## config.mk

```make
export PLATFORM = sky130hd
export DESIGN_NAME = uart_tx_controller
export DESIGN_NICKNAME = d
export VERILOG_FILES = /design/src/rtl/uart_tx_controller.sv
export SDC_FILE = /design/constraint.sdc
export NUM_CORES = 1
export LEC_CHECK = 0
export BUFFER_PORTS_ARGS = -buffer_cell sky130_fd_sc_hd__buf_2
export CAP_MARGIN = 15
export CORE_MARGIN = 2
export CORE_UTILIZATION = 41
export DETAILED_ROUTE_END_ITERATION = 10
export GPL_ROUTABILITY_DRIVEN = 0
export HOLD_SLACK_MARGIN = 0.1
export PLACE_DENSITY = 0.62
export SYNTH_ARGS = -nofsm -noshare
export SYNTH_HDL_FRONTEND = slang
export SYNTH_SLANG_ARGS = --single-unit
```

## constraint.sdc

```tcl
create_clock -name clk -period 3.5 [get_ports clk]
set_clock_uncertainty 0.15 [all_clocks]
set_input_delay 0.175 -clock clk [delete_from_list [all_inputs] [get_ports clk]]
set_output_delay 0.175 -clock clk [all_outputs]
set_load 0.01 [all_outputs]
```

## src/rtl/uart_tx_controller.sv

```systemverilog
// uart_tx_controller: serialises start/data/even-parity/stop frames on
// baud-generator strobes and owns the generator's rate code.
module uart_tx_controller #(
  parameter int OVERSAMPLE = 16,
  parameter int DATA_BITS  = 8
) (
  input  logic                 clk,
  input  logic                 reset,
  input  logic                 sample_ENABLE,
  output logic [2:0]           baud_select,
  input  logic [2:0]           cfg_baud,
  input  logic                 cfg_wr,
  output logic                 cfg_ERROR,
  input  logic                 Tx_EN,
  input  logic                 Tx_WR,
  input  logic [DATA_BITS-1:0] Tx_DATA,
  output logic                 TxD,
  output logic                 Tx_BUSY,
  output logic                 Tx_DONE
);

  localparam int SW = $clog2(OVERSAMPLE);
  localparam int BW = $clog2(DATA_BITS);
  localparam logic [SW-1:0] S_LAST = SW'(OVERSAMPLE - 1);
  localparam logic [BW-1:0] B_LAST = BW'(DATA_BITS - 1);

  typedef enum logic [2:0] {
    IDLE,
    START,
    DATA,
    PARITY,
    STOP
  } state_e;

  state_e               state_q;
  logic [SW-1:0]        scnt_q;
  logic [BW-1:0]        bcnt_q;
  logic [DATA_BITS-1:0] shreg_q;
  logic                 par_q;
  logic                 prev_se_q;
  logic [2:0]           baud_q;
  logic                 txd_q;
  logic                 busy_q;
  logic                 done_q;
  logic                 cerr_q;

  logic strobe_d;
  logic bit_end_d;
  logic accept_d;
  logic abort_d;

  // Each level change of the generator output is one sample strobe.
  assign strobe_d  = sample_ENABLE ^ prev_se_q;
  assign bit_end_d = strobe_d && (scnt_q == S_LAST);
  assign accept_d  = Tx_WR && Tx_EN && !cfg_wr;
  assign abort_d   = (state_q != IDLE) && !Tx_EN;

  always_ff @(posedge clk) begin
    if (!reset) begin
      state_q   <= IDLE;
      scnt_q    <= '0;
      bcnt_q    <= '0;
      shreg_q   <= '0;
      par_q     <= 1'b0;
      prev_se_q <= 1'b0;
      baud_q    <= 3'b000;
      txd_q     <= 1'b1;
      busy_q    <= 1'b0;
      done_q    <= 1'b0;
      cerr_q    <= 1'b0;
    end else begin
      prev_se_q <= sample_ENABLE;
      done_q    <= 1'b0;
      cerr_q    <= 1'b0;
      if (cfg_wr) begin
        if (state_q == IDLE) baud_q <= cfg_baud;
        else                 cerr_q <= 1'b1;
      end
      if (abort_d) begin
        state_q <= IDLE;
        scnt_q  <= '0;
        bcnt_q  <= '0;
        txd_q   <= 1'b1;
        busy_q  <= 1'b0;
      end else begin
        if (strobe_d && state_q != IDLE) begin
          scnt_q <= bit_end_d ? '0 : scnt_q + SW'(1);
        end
        unique case (state_q)
          IDLE: begin
            txd_q  <= 1'b1;
            busy_q <= 1'b0;
            if (accept_d) begin
              state_q <= START;
              scnt_q  <= '0;
              shreg_q <= Tx_DATA;
              par_q   <= ^Tx_DATA;
              txd_q   <= 1'b0;
              busy_q  <= 1'b1;
            end
          end
          START: begin
            if (bit_end_d) begin
              state_q <= DATA;
              bcnt_q  <= '0;
              txd_q   <= shreg_q[0];
            end
          end
          DATA: begin
            if (bit_end_d) begin
              if (bcnt_q == B_LAST) begin
                state_q <= PARITY;
                txd_q   <= par_q;
              end else begin
                bcnt_q  <= bcnt_q + BW'(1);
                shreg_q <= shreg_q >> 1;
                txd_q   <= shreg_q[1];
              end
            end
          end
          PARITY: begin
            if (bit_end_d) begin
              state_q <= STOP;
              txd_q   <= 1'b1;
            end
          end
          STOP: begin
            if (bit_end_d) begin
              state_q <= IDLE;
              bcnt_q  <= '0;
              txd_q   <= 1'b1;
              busy_q  <= 1'b0;
              done_q  <= 1'b1;
            end
          end
          default: begin
            state_q <= IDLE;
            txd_q   <= 1'b1;
            busy_q  <= 1'b0;
          end
        endcase
      end
    end
  end

  assign baud_select = baud_q;
  assign cfg_ERROR   = cerr_q;
  assign TxD         = txd_q;
  assign Tx_BUSY     = busy_q;
  assign Tx_DONE     = done_q;

endmodule

```

==> qor_table.md <==
| Parameter | This run |
|---|---|
| Register Area | 541 sq um |
| Global-route wire length before repair | 5600 microns |
| Result of the run | finished clean |
| Net Sw Power | 151 uW |
| Critical path arrival | 2240 ps |
| Wire length per cell after detailed routing | 13.8 microns |
| Layout filler cell count | 337 |
| Critical Path RT | 3510 ps |
| Total wirelength of the detailed-routed design | 3180 microns |
| Area of the multi-input gates | 856 sq um |
| Unrepaired setup endpoints after global routing | no |
| Number of maximum-capacitance constraint violations | 0 |
| Ports | 24 |
| Tmin final | 2220 ps |
| Fraction of power consumed by the clock network | 0.303 |
| Die outline width | 64.7 microns |
| TritonCTS Sinks | 27 |
| Net count after synthesis | 179 |
| Path type of the worst min-delay path | in2reg |
| Worst Path Max Fanout | 15 |
| Initial antenna violation count | 0 |
| Startpoint-to-endpoint class of the critical path | reg2reg |
| Clock-pin slew on the worst setup and hold paths | 100 ps |
| Final net count | 204 |
| Post-cts repair resize count | 0 |
| Number of cells traversed by the worst register-to-register path | 6 |
| Number of design-rule violations left by the first detailed-router iteration | 142 |
| Overall track demand over capacity in global routing | 0.170 |
| Insertion delay of the later-clocked pin in the worst-skew pair | 270 ps |
| Clock tree buffer depth | 2 |
| Worst hold-check slack | 132 ps |
| Leak | 0.000666 uW |
| Share of the yosys chip area belonging to registers | 0.358 |
| R2R Setup Slk | 1280 ps |
| Core ar. | 3610 sq um |
| Grt total ovfl | 0 |
| Maximum frequency from static timing analysis | 0.450 GHz |
| Layout area overhead | 13.4% |
| Seq cells post-synth | 27 |
| Cell count of the worst hold path | 2 |
| Worst setup path endpoint | shreg_q[2]$_SDFFE_PN0P_ |
| Combinational group share of total power | 0.146 |
| Routed via count | 1250 |
| Fin Setup TNS | 0 ps |
| Slew @ Worst Pin | 541 ps |
| Detailed Place HPWL | 2250 microns |
| Std cell rows | 22 |
| Diode insertion count for antenna repair | 0 |
| Power density over the cells | 345 nW/um^2 |
| Port-buffer cells | 23 |
| Root Buffer Master | clkbuf_8 |
| Yosys synthesis warning count | 0 |
| Total internal power | 439 uW |
| Post-DRT Antenna Nets | 0 |
| Endpoints failing hold | 0 |
| Most used flip-flop cell after synthesis | dfxtp_1 |
| TritonCTS clock tree | yes |
| Post-synthesis cell area | 1510 sq um |
| Residual DRC | 0 |
| Number of buffers created by CTS | 3 |
| Post-Syn Area per Cell | 9.50 sq um |
| Post-synthesis instance total | 159 |
| Post-detailed-route via-to-cell ratio | 5.41 |
| Number of distinct library cell variants in the gate-level netlist after synthesis | 42 |
| Setup crit start kind | flop |
| Fin. max-slew vios | 0 |
| Final worst-path cycle share | 0.635 |
| Pre-Repair DR Iteration Count | 4 |
| Share of layout cells above drive strength 1 | 0.202 |
| Post-synth EDFFs | 0 |
| Proportion of total power due to net switching | 0.256 |
| Worst R2R Start | bcnt_q[0]$_SDFFE_PP0P_ |
| Endpoint of the lowest-slack register-to-register path | shreg_q[2]$_SDFFE_PN0P_ |
| Area of the die | 4180 sq um |
| Final setup violation count | 0 |
| Maximum level of the CTS H-tree | 1 |
| Portion of total power attributed to sequential cells | 0.551 |
| Worst IR drop on VDD | 0.263 mV |
| Start point of the critical path | bcnt_q[0]$_SDFFE_PP0P_ |
| Setup crit end kind | flop |
| Via count of the first global-routing pass | 1247 |
| Max-slew headroom at the worst pin | 0.639 |
| Share of flip-flops with an asynchronous set or reset after synthesis | 0 |
| Starting density of the core | 0.419 |
| Height of the die | 64.7 microns |
| Pin count of the biggest net entering global routing | 20 |
synth_stat cells (2+ instances only):
| library cell | instances | share of area |
|---|---|---|
| a21boi_0 | 3 | 0.015 |
| a21oi_1 | 10 | 0.033 |
| buf_2 | 3 | 0.0099 |
| buf_4 | 5 | 0.025 |
| buf_6 | 3 | 0.022 |
| dfxtp_1 | 27 | 0.36 |
| ha_1 | 3 | 0.025 |
| inv_1 | 2 | 0.0050 |
| mux2_2 | 2 | 0.015 |
| mux2i_1 | 8 | 0.053 |
| nand2_1 | 8 | 0.020 |
| nand3_1 | 7 | 0.023 |
| nand4_1 | 2 | 0.0083 |
| nand4b_1 | 2 | 0.012 |
| nor2_1 | 8 | 0.020 |
| nor3_1 | 5 | 0.017 |
| nor3b_1 | 4 | 0.020 |
| o21ai_0 | 9 | 0.030 |
| o21ai_1 | 7 | 0.023 |
| o311a_1 | 7 | 0.046 |
| or3_1 | 2 | 0.0083 |
| xnor2_1 | 11 | 0.064 |
| xor2_1 | 2 | 0.012 |
cells by family after synthesis:
family,share of synthesized area
buf+inv,0.0754
simple gates,0.219
mux,0.0679
flops,0.358
xor+xnor,0.0862
compound gates,0.169
fa+ha+maj,0.0249
power groups by stage:
stage | Sequential [uW] | Clock (uW) | Combinational (uW)
after floorplan | 331 | 0 | 55.5
after global placement | 332 | 0 | 76.2
after detailed placement | 333 | 0 | 79.2
after CTS | 326 | 187 | 86.8
after global routing | 327 | 199 | 96.5
final | 326 | 179 | 86.1
per-stage QoR:
stage               instance area [sq um]  setup slack [ps]  instances   util  power [uW]
floorplan                            1510              1610        159      -         387
detailed placement                   1590              1300        219  0.440         412
CTS                                  1710              1280        231  0.475         599
global route                         1710              1130        231  0.475         622
finish                               1710              1280        231  0.475         591
global placement                     1590              1400        219  0.440         409
what timing repair did:
action / CTS / global route
buffers inserted: 0 / 0
hold buffers: 8 / 0
endpoints found under the hold margin: 5 / 0
endpoints found under the setup margin: 0 / 0
layer usage:
metal | GRT usage | up-vias | share of wire
met5 | 0 | - | 0
met4 | 0.0505 | 0 | 0.013
li1 | - | 628 | -
met2 | 0.302 | 14 | 0.51
met1 | 0.201 | 604 | 0.45
met3 | 0.0417 | 4 | 0.024
worst min path at each step:
stage | startpoint | end
after floorplan | sample_ENABLE | prev_se_q$_SDFF_PN0_
after global placement | cfg_baud[1] | baud_select[1]$_SDFFE_PN0P_
after detailed placement | cfg_baud[1] | baud_select[1]$_SDFFE_PN0P_
after CTS | reset | shreg_q[7]$_SDFFE_PN0P_
after global routing | reset | shreg_q[1]$_SDFFE_PN0P_
final | reset | shreg_q[7]$_SDFFE_PN0P_
worst max-delay path: stages (launching register included):
cell and delay [ps]:
dfxtp_1 340, ha_1 200, ha_1 240, nor4b_4 330
and4_1 550, o21ai_1 150, o311a_1 150
final cells by class:
| class | instances | area share |
|---|---|---|
| clock buffers | 3 | 0.0241 |
| well taps | 48 | 0.0351 |
| inverters | 2 | 0.00438 |
| flip-flops and latches | 27 | 0.316 |
| clock inverters | 1 | 0.00292 |
| multi-input cells | 118 | 0.500 |
| repair buffers | 32 | 0.118 |
cells in the final DEF (no fill, tap or decap), types with 5 or more instances in the layout:
| cell type | count |
|---|---|
| xnor2_1 | 11 |
| dlygate4sd3_1 | 8 |
| buf_2 | 23 |
| dfxtp_1 | 27 |
| o21ai_0 | 9 |
| nand2_1 | 8 |
| mux2i_1 | 8 |
| o311a_1 | 7 |
| nor2_1 | 8 |
| nand3_1 | 7 |
| a21oi_1 | 10 |
| o21ai_1 | 7 |
| nor3_1 | 5 |
state kept, by name (all words and copies together) (netlist names):
register and cells:
prev_se_q 1, state_q 3, TxD 1, bcnt_q 3
Tx_BUSY 1, scnt_q 4, cfg_ERROR 1, baud_select 3
Tx_DONE 1, par_q 1, shreg_q 8
(Power assumes the default switching activity.)
